**config.mk**
```make
export PLATFORM = sky130hd
export DESIGN_NAME = ad9866_spi_ctrl_flat
export DESIGN_NICKNAME = d
export VERILOG_FILES = /design/src/rtl/ad9866_pkg.sv /design/src/rtl/ad9866_spi_ctrl_if.sv /design/src/rtl/ad9866_spi_shift.sv /design/src/rtl/ad9866_spi_ctrl.sv /design/src/flat_wrapper.sv
export SDC_FILE = /design/constraint.sdc
export NUM_CORES = 1
export LEC_CHECK = 0
export CORE_UTILIZATION = 45
export CTS_CLUSTER_DIAMETER = 200
export DETAILED_ROUTE_END_ITERATION = 7
export MAX_ROUTING_LAYER = met4
export PLACE_DENSITY = 0.65
export SKIP_LAST_GASP = 1
export SYNTH_ARGS = -nofsm -noshare
export SYNTH_HDL_FRONTEND = slang
export SYNTH_SLANG_ARGS = --single-unit
```
**constraint.sdc**
```tcl
create_clock -name ad9866spiclk -period 2.7 [get_ports ad9866spiclk]
set_input_delay 0.27 -clock ad9866spiclk [delete_from_list [all_inputs] [get_ports ad9866spiclk]]
set_output_delay 0.27 -clock ad9866spiclk [all_outputs]
set_load 0.1 [all_outputs]
```
**src/rtl/ad9866_pkg.sv**
```systemverilog
// ad9866_pkg
//   Shared types and constants for the AD9866 SPI configuration controller:
//   controller state encoding, SPI frame field widths, the codec bring-up
//   register table (init_entry) and the 16-bit write-frame builder.
package ad9866_pkg;

    typedef enum logic [2:0] {
        ST_RST_HOLD,
        ST_RST_WAIT,
        ST_INIT_LOAD,
        ST_SHIFT,
        ST_GAP,
        ST_IDLE
    } state_e;

    localparam int ADDR_W   = 5;
    localparam int DATA_W   = 8;
    localparam int GAIN_W   = 6;
    localparam int FRAME_W  = 16;
    localparam int AD_W     = ADDR_W + DATA_W;
    localparam int INIT_LEN = 4;
    localparam int IDX_W    = 2;

    // Bring-up table, returned as {addr, data}.
    function automatic logic [AD_W-1:0] init_entry(input logic [IDX_W-1:0] idx);
        case (idx)
            2'd0:    init_entry = {5'h01, 8'h20};
            2'd1:    init_entry = {5'h06, 8'h00};
            2'd2:    init_entry = {5'h07, 8'h3F};
            default: init_entry = {5'h09, 8'h40};
        endcase
    endfunction

    // Write frame: R/W=0, N1N0=00 (single byte), then address and data.
    function automatic logic [FRAME_W-1:0] write_frame(input logic [AD_W-1:0] ad);
        write_frame = {1'b0, 2'b00, ad};
    endfunction

endpackage

```
**src/rtl/ad9866_spi_ctrl_if.sv**
```systemverilog
// ad9866_spi_ctrl_if
//   Run-time write request bus into the AD9866 controller.
//   gain_req/gain_val/gain_ack : RX PGA gain write (level request, 1-cycle ack)
//   cmd_req/cmd_addr/cmd_data/cmd_ack : generic register write
//   master = requester side, slave = controller side.
interface ad9866_spi_ctrl_if;
    import ad9866_pkg::*;

    logic              gain_req;
    logic [GAIN_W-1:0] gain_val;
    logic              gain_ack;
    logic              cmd_req;
    logic [ADDR_W-1:0] cmd_addr;
    logic [DATA_W-1:0] cmd_data;
    logic              cmd_ack;

    modport master (output gain_req, gain_val, cmd_req, cmd_addr, cmd_data,
                    input  gain_ack, cmd_ack);
    modport slave  (input  gain_req, gain_val, cmd_req, cmd_addr, cmd_data,
                    output gain_ack, cmd_ack);

endinterface

```
**src/rtl/ad9866_spi_shift.sv**
```systemverilog
// ad9866_spi_shift
//   Serialises one 16-bit frame MSB first on the AD9866 3-wire port.
//   clk/rst_n : block clock, async active-low reset
//   start     : 1-cycle pulse, loads frame and drops sen_n on the next edge
//   frame     : word to send
//   done      : 1-cycle pulse in the cycle sen_n returns high
//   sclk/sdio/sen_n : SPI pins (sclk idles low, sdio changes on falling sclk)
module ad9866_spi_shift
    import ad9866_pkg::*;
#(
    parameter int SCLK_DIV = 4
) (
    input  logic               clk,
    input  logic               rst_n,
    input  logic               start,
    input  logic [FRAME_W-1:0] frame,
    output logic               done,
    output logic               sclk,
    output logic               sdio,
    output logic               sen_n
);
    localparam int DIV_W = $clog2(SCLK_DIV);

    logic [DIV_W-1:0]   div_q, div_d;
    logic [4:0]         half_q, half_d;
    logic [FRAME_W-1:0] sh_q, sh_d;
    logic               active_q, active_d;
    logic               sclk_q, sclk_d;
    logic               sdio_q, sdio_d;
    logic               sen_n_q, sen_n_d;
    logic               done_q, done_d;

    always_comb begin
        div_d    = div_q;
        half_d   = half_q;
        sh_d     = sh_q;
        active_d = active_q;
        sclk_d   = sclk_q;
        sdio_d   = sdio_q;
        sen_n_d  = sen_n_q;
        done_d   = 1'b0;
        if (start) begin
            active_d = 1'b1;
            sen_n_d  = 1'b0;
            sclk_d   = 1'b0;
            div_d    = '0;
            half_d   = '0;
            sdio_d   = frame[FRAME_W-1];
            sh_d     = {frame[FRAME_W-2:0], 1'b0};
        end else if (active_q) begin
            if (div_q == DIV_W'(SCLK_DIV - 1)) begin
                div_d  = '0;
                half_d = half_q + 5'd1;
                // The 32nd half-period boundary is the last falling edge:
                // it also closes the frame.
                if (half_q == 5'd31) begin
                    active_d = 1'b0;
                    sen_n_d  = 1'b1;
                    sclk_d   = 1'b0;
                    sdio_d   = 1'b0;
                    done_d   = 1'b1;
                end else begin
                    sclk_d = ~sclk_q;
                    if (sclk_q) begin
                        sdio_d = sh_q[FRAME_W-1];
                        sh_d   = {sh_q[FRAME_W-2:0], 1'b0};
                    end
                end
            end else begin
                div_d = div_q + DIV_W'(1);
            end
        end
    end

    always_ff @(posedge clk or negedge rst_n) begin
        if (!rst_n) begin
            div_q    <= '0;
            half_q   <= '0;
            sh_q     <= '0;
            active_q <= 1'b0;
            sclk_q   <= 1'b0;
            sdio_q   <= 1'b0;
            sen_n_q  <= 1'b1;
            done_q   <= 1'b0;
        end else begin
            div_q    <= div_d;
            half_q   <= half_d;
            sh_q     <= sh_d;
            active_q <= active_d;
            sclk_q   <= sclk_d;
            sdio_q   <= sdio_d;
            sen_n_q  <= sen_n_d;
            done_q   <= done_d;
        end
    end

    assign done  = done_q;
    assign sclk  = sclk_q;
    assign sdio  = sdio_q;
    assign sen_n = sen_n_q;

endmodule

```
**src/rtl/ad9866_spi_ctrl.sv**
```systemverilog
// ad9866_spi_ctrl
//   AD9866 configuration sequencer: pulses the codec reset, writes the
//   bring-up table, then serves run-time gain / generic register writes
//   (gain has priority).
//   ad9866spiclk, extreset_n : clock, async active-low reset
//   req_if (slave)           : gain and command write requests / acks
//   busy, init_done          : status (busy low only in IDLE; init_done sticky)
//   ad9866_sclk/sdio/sen_n   : 3-wire SPI pins
//   ad9866_rst_n             : codec hardware reset
module ad9866_spi_ctrl
    import ad9866_pkg::*;
#(
    parameter int              SCLK_DIV   = 4,
    parameter int              RST_CYCLES = 64,
    parameter int              RST_WAIT   = 256,
    parameter logic [ADDR_W-1:0] GAIN_ADDR = 5'h09
) (
    input  logic             ad9866spiclk,
    input  logic             extreset_n,
    ad9866_spi_ctrl_if.slave req_if,
    output logic             busy,
    output logic             init_done,
    output logic             ad9866_sclk,
    output logic             ad9866_sdio,
    output logic             ad9866_sen_n,
    output logic             ad9866_rst_n
);
    // GAP lasts 2*SCLK_DIV-2 cycles; together with the SHIFT->GAP cycle and
    // the frame-loading cycle this keeps sen_n high exactly 2*SCLK_DIV cycles
    // between init frames.
    localparam int GAP_LAST = 2 * SCLK_DIV - 3;
    localparam int CNT_MAX0 = (RST_CYCLES > RST_WAIT) ? RST_CYCLES : RST_WAIT;
    localparam int CNT_MAX  = (CNT_MAX0 > 2 * SCLK_DIV) ? CNT_MAX0 : 2 * SCLK_DIV;
    localparam int CNT_W    = $clog2(CNT_MAX + 1);

    state_e             state_q;
    logic [CNT_W-1:0]   cnt_q;
    logic [IDX_W-1:0]   idx_q;
    logic [FRAME_W-1:0] frame_q;
    logic               start_q;
    logic               gain_ack_q;
    logic               cmd_ack_q;
    logic               busy_q;
    logic               init_done_q;
    logic               codec_rst_n_q;
    logic               shift_done;

    always_ff @(posedge ad9866spiclk or negedge extreset_n) begin
        if (!extreset_n) begin
            state_q       <= ST_RST_HOLD;
            cnt_q         <= '0;
            idx_q         <= '0;
            frame_q       <= '0;
            start_q       <= 1'b0;
            gain_ack_q    <= 1'b0;
            cmd_ack_q     <= 1'b0;
            busy_q        <= 1'b1;
            init_done_q   <= 1'b0;
            codec_rst_n_q <= 1'b0;
        end else begin
            start_q    <= 1'b0;
            gain_ack_q <= 1'b0;
            cmd_ack_q  <= 1'b0;
            case (state_q)
                ST_RST_HOLD: begin
                    if (cnt_q == CNT_W'(RST_CYCLES - 1)) begin
                        state_q       <= ST_RST_WAIT;
                        cnt_q         <= '0;
                        codec_rst_n_q <= 1'b1;
                    end else begin
                        cnt_q <= cnt_q + CNT_W'(1);
                    end
                end
                // Exit one cycle early: the load cycle itself completes the wait.
                ST_RST_WAIT: begin
                    if (cnt_q == CNT_W'(RST_WAIT - 2)) begin
                        state_q <= ST_INIT_LOAD;
                        cnt_q   <= '0;
                        idx_q   <= '0;
                        frame_q <= write_frame(init_entry('0));
                        start_q <= 1'b1;
                    end else begin
                        cnt_q <= cnt_q + CNT_W'(1);
                    end
                end
                ST_INIT_LOAD: state_q <= ST_SHIFT;
                ST_SHIFT: begin
                    if (shift_done) begin
                        state_q <= ST_GAP;
                        cnt_q   <= '0;
                    end
                end
                ST_GAP: begin
                    if (cnt_q == CNT_W'(GAP_LAST)) begin
                        cnt_q <= '0;
                        if (!init_done_q && idx_q != IDX_W'(INIT_LEN - 1)) begin
                            state_q <= ST_INIT_LOAD;
                            idx_q   <= idx_q + IDX_W'(1);
                            frame_q <= write_frame(init_entry(idx_q + IDX_W'(1)));
                            start_q <= 1'b1;
                        end else begin
                            state_q     <= ST_IDLE;
                            busy_q      <= 1'b0;
                            init_done_q <= 1'b1;
                        end
                    end else begin
                        cnt_q <= cnt_q + CNT_W'(1);
                    end
                end
                ST_IDLE: begin
                    if (req_if.gain_req) begin
                        state_q    <= ST_SHIFT;
                        busy_q     <= 1'b1;
                        gain_ack_q <= 1'b1;
                        start_q    <= 1'b1;
                        frame_q    <= write_frame({GAIN_ADDR, 2'b01, req_if.gain_val});
                    end else if (req_if.cmd_req) begin
                        state_q   <= ST_SHIFT;
                        busy_q    <= 1'b1;
                        cmd_ack_q <= 1'b1;
                        start_q   <= 1'b1;
                        frame_q   <= write_frame({req_if.cmd_addr, req_if.cmd_data});
                    end
                end
                default: state_q <= ST_RST_HOLD;
            endcase
        end
    end

    ad9866_spi_shift #(
        .SCLK_DIV(SCLK_DIV)
    ) u_shift (
        .clk   (ad9866spiclk),
        .rst_n (extreset_n),
        .start (start_q),
        .frame (frame_q),
        .done  (shift_done),
        .sclk  (ad9866_sclk),
        .sdio  (ad9866_sdio),
        .sen_n (ad9866_sen_n)
    );

    assign req_if.gain_ack = gain_ack_q;
    assign req_if.cmd_ack  = cmd_ack_q;
    assign busy            = busy_q;
    assign init_done       = init_done_q;
    assign ad9866_rst_n    = codec_rst_n_q;

endmodule

```
**src/flat_wrapper.sv**
```systemverilog
// flat-port wrapper written by rule: the top's interface ports become plain ports
module ad9866_spi_ctrl_flat import ad9866_pkg::*;
#(
    parameter int              SCLK_DIV   = 4,
    parameter int              RST_CYCLES = 64,
    parameter int              RST_WAIT   = 256,
    parameter logic [ADDR_W-1:0] GAIN_ADDR = 5'h09
)
  (ad9866spiclk, extreset_n, busy, init_done, ad9866_sclk, ad9866_sdio, ad9866_sen_n, ad9866_rst_n, req_if_gain_req, req_if_gain_val, req_if_cmd_req, req_if_cmd_addr, req_if_cmd_data, req_if_gain_ack, req_if_cmd_ack);
  ad9866_spi_ctrl_if req_if_i ();
  input  logic ad9866spiclk;
  input  logic extreset_n;
  output logic busy;
  output logic init_done;
  output logic ad9866_sclk;
  output logic ad9866_sdio;
  output logic ad9866_sen_n;
  output logic ad9866_rst_n;
  input wire logic [$bits(req_if_i.gain_req)-1:0] req_if_gain_req;
  input wire logic [$bits(req_if_i.gain_val)-1:0] req_if_gain_val;
  input wire logic [$bits(req_if_i.cmd_req)-1:0] req_if_cmd_req;
  input wire logic [$bits(req_if_i.cmd_addr)-1:0] req_if_cmd_addr;
  input wire logic [$bits(req_if_i.cmd_data)-1:0] req_if_cmd_data;
  output wire logic [$bits(req_if_i.gain_ack)-1:0] req_if_gain_ack;
  output wire logic [$bits(req_if_i.cmd_ack)-1:0] req_if_cmd_ack;
  assign req_if_i.gain_req = req_if_gain_req;
  assign req_if_i.gain_val = req_if_gain_val;
  assign req_if_i.cmd_req = req_if_cmd_req;
  assign req_if_i.cmd_addr = req_if_cmd_addr;
  assign req_if_i.cmd_data = req_if_cmd_data;
  assign req_if_gain_ack = req_if_i.gain_ack;
  assign req_if_cmd_ack = req_if_i.cmd_ack;
  ad9866_spi_ctrl #(.SCLK_DIV(SCLK_DIV), .RST_CYCLES(RST_CYCLES), .RST_WAIT(RST_WAIT), .GAIN_ADDR(GAIN_ADDR)) u_core (.ad9866spiclk(ad9866spiclk), .extreset_n(extreset_n), .req_if(req_if_i), .busy(busy), .init_done(init_done), .ad9866_sclk(ad9866_sclk), .ad9866_sdio(ad9866_sdio), .ad9866_sen_n(ad9866_sen_n), .ad9866_rst_n(ad9866_rst_n));
endmodule
```
==> impl_metrics.ini, run 1 <==
[routing]
vias = 2400
drc = 0
routed_wl_um = 6610
via_per_inst = 5.56
ant_nets = 0
drtIter0Drc = 127
wl_per_cell_um = 15.3
dr.pass1.iters = 5

[clock_tree]
clk_pin_slew_worst_paths_ns = 0.06
clk_path_buf_depth = 2
numCtsBuffers = 9
cts_htree_levels = 3
post_cts_buffers = 0
cts_num_sinks = 60
insertion_delay_ns = 0.33
cts_root_buf = clkbuf_8
tritoncts = built

[final_layout]
area_growth_pct = 20.7
nets = 383
num_antenna_cells = 0
layout-drive-gt1-share = 0.163
stdcell_count = 432

[outcome]
status = complete, no violations

[worst_setup_path]
critPathCaptureType = flop
setup.worst_path.class = reg2reg
cp.required_ns = 2.90
cp-start-kind = flop
worstPathArrival_ns = 2.60
crit_fanout = 8

[floorplan]
die_w_um = 85.1
dieArea_um2 = 7250
start_util = 0.479
ios = 31
dieHeight_um = 85.1
std_cell_rows = 29
core-area_um2 = 6490

[synthesis]
ys_warn_count = 0
synthFlopType = dfrtp_1
yosys-top-cells-count = dfrtp_1, nand2_1, o21ai_0, mux2i_1, nor2_1
syn_nets = 344
synth_cells = 311
synth_top_area_frac = 0.467
synth_top_area_cell = dfrtp_1
synth-seq-cells = 60
synth_edf_count = 0
ys_types = 50
synth_area_leaders = dfrtp_1, mux2i_1, nand2_1
syn_area_um2 = 3110
syn_avg_cell_area_um2 = 10.0
synth_seq_area_share = 0.484
synth.most_common_cell = dfrtp_1
synthArstFlopShare = 1.00

[power_and_ir_drop]
vdd_ir_drop_max_uv = 452
p_leak_nw = 1.74
power.total_mw = 1.84
p_per_area_nw_per_um2 = 490

[sta]
period_share = 0.887
worst_pin_slew_ns = 0.804
worst_slack_ns = 0.304
max_slew_margin = 0.462
holdWs_ns = 0.473
slew_violations = 0
fin_skew_ns = 0.00807
rsz0062_at_grt = false
finalSetupViolCount = 0
finalSetupTns_ns = 0
final-hold-violation-count = 0
period_minus_slack_ns = 2.40
timing.fmax_mhz = 417

[grt]
grt_pass1_vias = 2328
track_usage = 0.205
grt_pass1_wl_um = 11200
grt_max_degree = 36
grt-ovfl-total = 0
grt_antenna_before_repair = 0

[flow_run]
timing.max_cap.violations = 0

[worst_hold_path]
hold_path_class = reg2reg

[placed_design]
placedCellCount = 415
routabilityCongestion = 0.878
port_buffers = 30
dp_hpwl_um = 4640
pre_cts_slack_ns = 0.183
## placed cells by master (no fill, tap or decap), drive strengths merged, types with 2 or more instances in the layout
cell	n
nor3	10
nor3b	2
clkdlybuf4s50	21
o211ai	3
a31oi	3
dfrtp	58
nand2	40
clkinvlp	2
clkbuf	10
nand3	10
a21o	5
nor2	20
o21ai	28
a21oi	14
and3	5
or3	2
mux2i	21
bufinv	2
and2	2
a311o	2
inv	11
xor2	2
mux2	12
o22ai	2
a211oi	3
nand2b	8
ha	10
xnor2	2
nand4	2
a22o	3
o2bb2ai	2
dfstp	2
buf	20
clkinv	2
## metal layers
metal,vias to the layer above,GRT usage,wire [um]
met5,-,-,0
met4,0,0.0632,44
met3,4,0.0554,280
met2,55,0.295,3040
met1,1162,0.283,3250
li1,1179,-,-
## critical path: stages, from the launching register on
cell and delay (ns):
dfrtp_1 0.42, inv_1 0.09, ha_1 0.13, nor4b_1 0.42, a31oi_1 0.28, a211oi_2 0.54, a311o_2 0.27, o211ai_1 0.12
## cell families (layout without fill, tap and decap cells)
family	count (synthesis)	in the layout	synth area share
compound gates	72	72	0.147
fa+ha+maj	10	10	0.0402
buf+inv	25	69	0.0330
simple gates	107	107	0.166
flops	60	60	0.484
mux	33	33	0.118
xor+xnor	4	4	0.0113
## stage by stage
| stage | util | cell area (um^2) |
|---|---|---|
| floorplan | - | 3110 |
| global placement | 0.542 | 3520 |
| detailed placement | 0.542 | 3520 |
| CTS | 0.577 | 3750 |
| global route | 0.578 | 3750 |
| finish | 0.578 | 3750 |
## power breakdown
group	total, mW	internal (mW)	leakage (nW)	switching [mW]
combinational	0.0684	0.0381	0.828	0.0303
clock	0.870	0.519	0.102	0.351
sequential	0.899	0.899	0.810	0
## registers in the layout, summed over array words and instances, names as in the netlist
| name | cells |
|---|---|
| u_core.ad9866_rst_n | 1 |
| u_core.busy | 1 |
| u_core.cnt_q | 9 |
| u_core.frame_q | 13 |
| u_core.idx_q | 2 |
| u_core.init_done | 1 |
| u_core.req_if.cmd_ack | 1 |
| u_core.req_if.gain_ack | 1 |
| u_core.start_q | 1 |
| u_core.state_q | 3 |
| u_core.u_shift.active_q | 1 |
| u_core.u_shift.div_q | 2 |
| u_core.u_shift.done | 1 |
| u_core.u_shift.half_q | 5 |
| u_core.u_shift.sclk | 1 |
| u_core.u_shift.sdio | 1 |
| u_core.u_shift.sen_n | 1 |
| u_core.u_shift.sh_q | 15 |
## path summary, 6_finish.rpt
kind                                startpoint                        to  slack [ns]  cells after the start
setup / recovery               u_core.cnt_q[1]           u_core.cnt_q[5]        0.30                      7
hold / removal             u_core.ad9866_rst_n       u_core.ad9866_rst_n        0.47                      1
setup reg to reg               u_core.cnt_q[1]           u_core.cnt_q[5]        0.30                      7
hold reg to reg            u_core.ad9866_rst_n       u_core.ad9866_rst_n        0.47                      1
max in group asynchronous           extreset_n         u_core.frame_q[5]        1.63                      3
min in group asynchronous           extreset_n  u_core.u_shift.half_q[0]        0.48                      2
## final cells by class
cell class                      instances  area, um^2
Clock buffer                           10         128
Fill cell                             550        2740
Sequential cell                        60        1500
Tap cell                               77        96.3
Clock inverter                          6        88.8
Multi-Input combinational cell        226        1520
Timing Repair Buffer                   42         380
Inverter                               11        41.3
## repair_timing
action | CTS | global route
setup endpoints to repair | 0 | 6
hold buffers | 1 | 0
hold endpoints to repair | 23 | 0
resized for setup | 0 | 1
(Power assumes the default switching activity.)
==> inputs of run 2 (changes only) <==
--- a/config.mk
+++ b/config.mk
@@ -8,9 +8,11 @@
 export CORE_UTILIZATION = 45
 export CTS_CLUSTER_DIAMETER = 200
 export DETAILED_ROUTE_END_ITERATION = 7
+export HOLD_SLACK_MARGIN = 0.03
 export MAX_ROUTING_LAYER = met4
 export PLACE_DENSITY = 0.65
 export SKIP_LAST_GASP = 1
 export SYNTH_ARGS = -nofsm -noshare
 export SYNTH_HDL_FRONTEND = slang
+export SYNTH_HIERARCHICAL = 1
 export SYNTH_SLANG_ARGS = --single-unit
==> run 2 against run 1 <==
Wire length is 1.8% lower; global-route usage is 0.39 points lower; worst hold slack got worse by 0.46 ns; critical path type unchanged.
==> impl_metrics.ini, run 2 <==
[outcome]
status = complete, no violations

[power_and_ir_drop]
vdd_ir_drop_max_uv = 402
p_leak_nw = 1.64
p_per_area_nw_per_um2 = 485

[flow_run]
timing.max_cap.violations = 0

[grt]
grt_antenna_before_repair = 0
grt_max_degree = 44
grt_pass1_wl_um = 11200
grt-ovfl-total = 0
grt_pass1_vias = 2310
track_usage = 0.202

[clock_tree]
cts_htree_levels = 3
hold_buffers = 0
cts_num_sinks = 60
cts_resized = 0
post_cts_buffers = 0
numCtsBuffers = 9
clk_path_buf_depth = 2
clk_pin_slew_worst_paths_ns = 0.06
tritoncts = built
insertion_delay_ns = 0.33
cts_root_buf = clkbuf_8

[routing]
drc = 0
ant_nets = 0
routed_wl_um = 6500
dr.pass1.iters = 4
vias = 2407
drtIter0Drc = 116
wl_per_cell_um = 14.1
via_per_inst = 5.22

[synthesis]
syn_avg_cell_area_um2 = 9.67
synth_cells = 328
synthArstFlopShare = 1.00
syn_area_um2 = 3170
synthFlopType = dfrtp_1
synth_xor_area_frac = 0.0110
synth-seq-cells = 60
synth_compound_area_frac = 0.153
synth_edf_count = 0
ys_warn_count = 6
synth_mux_area_frac = 0.0915
synth_seq_area_share = 0.474
synth_top_area_frac = 0.458
ys_types = 57
yosys-top-cells-count = dfrtp_1, nand2_1, o21ai_0, mux2i_1, nor2_1
synth-simple-area-share = 0.188
synth_top_family_by_area = simple AND/OR/NAND/NOR gates
synthAdderAreaFrac = 0.0434
synth_top_area_cell = dfrtp_1
synth_area_leaders = dfrtp_1, mux2i_1, nand2_1
synth.most_common_cell = dfrtp_1

[floorplan]
core-area_um2 = 6790
dieArea_um2 = 7390
std_cell_rows = 30
start_util = 0.467
ios = 31
die_w_um = 86.0
dieHeight_um = 86.0

[placed_design]
routabilityCongestion = 0.869
dp_hpwl_um = 4500
placed_area_um2 = 3530
placedCellCount = 446
port_buffers = 30

[final_layout]
nets = 395
reg.largest.list = u_core/u_shift/sh_q: 15 flops, u_core/frame_q: 13 flops, u_core/cnt_q: 9 flops
num_antenna_cells = 0
num-fill-cells = 621
final_common_cell = dfrtp_1
largest_reg_flops = 15
area_growth_pct = 17.9
layout-drive-gt1-share = 0.129
top_register = u_core/u_shift/sh_q
design_area_um2 = 3740
final_cell_mix = dfrtp_1, nand2_1, o21ai_0, mux2i_1
stdcell_count = 461
utilization = 0.550

[worst_setup_path]
crit_fanout = 25
reg2reg_depth = 6
crit_end = u_core/cnt_q[0]
worstPathArrival_ns = 2.51
cp-start-kind = flop
timing.rr.start = u_core/state_q[0]
worstSetupStartpoint = u_core/state_q[0]
critPathCaptureType = flop
rrSetupSlack_ns = 0.41
cp.required_ns = 2.92
r2r-end = u_core/cnt_q[0]
setup.worst_path.class = reg2reg

[sta]
finalSetupTns_ns = 0
max_slew_margin = 0.197
timing.fmax_mhz = 437
finalSetupViolCount = 0
period_share = 0.848
rsz0062_at_grt = false
worst_pin_slew_ns = 1.20
slew_violations = 0
period_minus_slack_ns = 2.29
fin_skew_ns = 0.00413
final-hold-violation-count = 0

[worst_hold_path]
hold_path_class = in2async
[run 2: critical path, stage by stage, from the launching register on]
cell and delay (ns):
dfrtp_1 0.64, nor3b_2 0.50, nor2_1 0.18, a221oi_2 0.26, buf_4 0.18, nor2_1 0.12, mux2_2 0.30
[run 2: kinds of logic after synthesis]
logic type / after synthesis
multiplexers: 28
other: 1
flip-flops: 60
adder cells (fa/ha/maj): 11
XOR/XNOR: 4
AND/OR/NAND/NOR: 121
AO/OA/AOI/OAI: 78
buffers and inverters: 25
[run 2: worst min path at each step]
stage / from / endpoint / slack (ns)
2_1_floorplan: extreset_n / u_core/ad9866_rst_n / -0.03
3_3_place_gp: extreset_n / u_core/cnt_q[1] / 0.40
3_5_place_dp: extreset_n / u_core/cnt_q[1] / 0.40
4_1_cts: extreset_n / u_core/cnt_q[1] / 0.03
5_1_grt: extreset_n / u_core/cnt_q[1] / 0.08
6_report: extreset_n / u_core/cnt_q[2] / 0.02
[run 2: report_power, final]
| part | switching (mW) | internal [mW] | leakage, nW |
|---|---|---|---|
| combinational | 0.0285 | 0.0343 | 0.835 |
| clock | 0.340 | 0.511 | 0.102 |
| sequential | 0 | 0.899 | 0.702 |
| total | 0.369 | 1.44 | 1.64 |
[run 2: layer usage]
| metal | vias to the layer above | track usage | wire length [um] | part of all wire |
|---|---|---|---|---|
| met3 | 6 | 0.0674 | 244 | 0.038 |
| met2 | 37 | 0.286 | 2870 | 0.44 |
| met1 | 1146 | 0.279 | 3330 | 0.51 |
| met4 | 0 | 0.0470 | 47 | 0.0072 |
| li1 | 1218 | - | - | - |
| met5 | - | - | 0 | 0 |
[run 2: cell type report]
cell class | instances | area [um^2] | share of cell area
Clock buffer | 10 | 128 | 0.0341
Timing Repair Buffer | 36 | 320 | 0.0856
Inverter | 9 | 33.8 | 0.00903
Clock inverter | 5 | 77.6 | 0.0207
Sequential cell | 60 | 1500 | 0.402
Multi-Input combinational cell | 245 | 1560 | 0.416
Tap cell | 96 | 120 | 0.0321
[run 2: through the flow]
step / setup slack, ns / hold WS (ns) / power (mW)
after floorplan: 0.500 / -0.0256 / 0.925
after global placement: 0.498 / 0.399 / 0.980
after detailed placement: 0.467 / 0.403 / 0.980
after CTS: 0.436 / 0.0308 / 1.84
after global routing: 0.264 / 0.0775 / 1.88
final: 0.410 / 0.0170 / 1.81
==> RTL change: new RTL, config.mk and constraints of run 2 <==
Encoding of `state_e`: now one-hot (6 bits for 6 states).
--- a/src/rtl/ad9866_pkg.sv
+++ b/src/rtl/ad9866_pkg.sv
@@ -4,13 +4,13 @@
 //   register table (init_entry) and the 16-bit write-frame builder.
 package ad9866_pkg;
 
-    typedef enum logic [2:0] {
-        ST_RST_HOLD,
-        ST_RST_WAIT,
-        ST_INIT_LOAD,
-        ST_SHIFT,
-        ST_GAP,
-        ST_IDLE
+    typedef enum logic [5:0] {
+        ST_RST_HOLD  = 6'b000001,
+        ST_RST_WAIT  = 6'b000010,
+        ST_INIT_LOAD = 6'b000100,
+        ST_SHIFT     = 6'b001000,
+        ST_GAP       = 6'b010000,
+        ST_IDLE      = 6'b100000
     } state_e;
 
     localparam int ADDR_W   = 5;
Behaviour: no difference found for any inputs over 10 cycles, from zero or initial values and one cycle with extreset_n low; not proved beyond that.
==> RTL change against run 2 <==
Sequential power up 5.9%; final cell count up 1.5%; die area up 8.2%; area after synthesis up 8.4%; sequential cell count up 3; total power up 1.4%; non-clock buffer count unchanged; wire length up 5.4%; via count up 3.0%; combinational power up 36%; design area up 5.1%; setup slack worse by 0.020 ns; maximum frequency down 0.85%; sequential share of layout area about the same; critical path type unchanged.
==> RTL change: results (changes against run 2) <==
[status]
run_status=completed  ; unchanged

[setup_path]
cp.arrival_ns=2.53  ; was 2.51 ns
setup.worst_path.start=u_core/state_q[1]  ; was u_core/state_q[0]
cp-endpoint=u_core/frame_q[6]  ; was u_core/cnt_q[0]
reg2regPathDepth=5  ; was 6
critPathMaxFanout=14  ; was 25

[synthesis]
synth-seq-area-share_pct=45.94  ; was 47.42%
syn_avg_cell_area_um2=10.27  ; was 9.670 µm²
synthArstFlopShare_pct=100.0  ; unchanged
synth.distinct_cells=58  ; was 57
synth_common_cells=dfrtp_1 (60), nand2_1 (40), mux2i_1 (28)  ; was dfrtp_1 (58), nand2_1 (53), o21ai_0 (27)
synthTopCellsByArea=dfrtp_1 (44%), mux2i_1 (8.1%), nand2_1 (4.4%), ha_1 (4.0%), o21ai_0 (2.8%)  ; was dfrtp_1 (46%), mux2i_1 (7.3%), nand2_1 (6.3%), ha_1 (4.3%), o21ai_0 (4.3%)

[drt]
wl_per_cell_um=14.62  ; was 14.09 µm
wirelength_mm=6.844  ; was 6.495 mm
viasPerCell=5.299  ; was 5.221
drt_iter0_drc=89  ; was 116

[global_route]
grt_start_max_net_pins=47  ; was 44
grt_pass1_vias=2430  ; was 2,310
grt_pass1_wl_mm=11.46  ; was 11.17 mm
grt_usage_pct=19.69  ; was 20.15%
antenna_found_initial=0  ; unchanged

[power_and_ir_drop]
p_leak_nw=1.791  ; was 1.639 nW
power_frac_comb_pct=4.6  ; was 3.5%
peakVddDrop_v=0.0001874  ; was 0.0004022 V
pg_seq_mw=0.952  ; was 0.899 mW
p_seq_share_pct=51.8  ; was 49.6%
p_int_mw=1.412  ; was 1.445 mW

[placed_design]
gp_congestion=0.7892  ; was 0.8685
dp_cells=452  ; was 446
dpl.hpwl_mm=4.811  ; was 4.497 mm
port_buffers=30  ; unchanged

[timing]
holdWs_ns=0.1163  ; was 0.01698 ns
worstMarginPinSlew_ns=1.045  ; was 1.204 ns
skew_ns=0.009378  ; was 0.004127 ns

[clock_network]
path_clk_slew_ns=0.07

[finish]
diodes=0  ; unchanged
drive_above_1_share_pct=15.45  ; was 12.88%
fillers=669  ; was 621
nets=398  ; was 395

-- RTL change: worst max-delay path: stages, from the launching register on --
cell      delay (ns)
dfrtp_1         0.52
nor3_4          0.27
nand3_2         0.21
or4_4           0.56
o221ai_4        0.23
mux2_2          0.40
-- RTL change: area by class of cell --
cell class	instances	share of cell area, %
multi-input cells	241	42.44
flip-flops and latches	63	40.21
repair buffers	36	8.150
clock buffers	10	3.247
well taps	99	3.152
clock inverters	6	1.560
inverters	13	1.242
-- RTL change: metal layers --
metal | global-route usage, % | wire, µm
met5 | - | 0
met4 | 7.215 | 88
met3 | 4.340 | 213
met2 | 30.46 | 3276
met1 | 25.35 | 3264
-- RTL change: kinds of logic (layout without fill, tap and decap cells) --
family                   after synthesis  count (layout)  share of synthesized area (%)
XOR/XNOR                               7               7                          1.783
other                                  1               3                         0.1090
AND/OR/NAND/NOR                      110             110                          16.95
flip-flops                            63              63                          45.94
adder cells (fa/ha/maj)               11              11                          4.001
buffers and inverters                 33              65                          5.784
multiplexers                          36              36                          11.09
AO/OA/AOI/OAI                         74              74                          14.33
-- RTL change: how the worst min path moves through the flow --
| stage | to | startpoint |
|---|---|---|
| after CTS | u_core/u_shift/sdio | extreset_n |
| after floorplan | u_core/ad9866_rst_n | extreset_n |
| after global routing | u_core/u_shift/sh_q[15] | extreset_n |
| after detailed placement | u_core/ad9866_rst_n | u_core/ad9866_rst_n |
| final | u_core/u_shift/sh_q[15] | extreset_n |
| after global placement | u_core/ad9866_rst_n | u_core/ad9866_rst_n |
-- RTL change: per-stage QoR --
stage          setup WS [ns]  instance area, µm²
2_1_floorplan         0.5727                3447
6_report              0.3900                3930
5_1_grt               0.2781                3930
3_5_place_dp          0.4021                3741
3_3_place_gp          0.4498                3741
4_1_cts               0.3883                3930
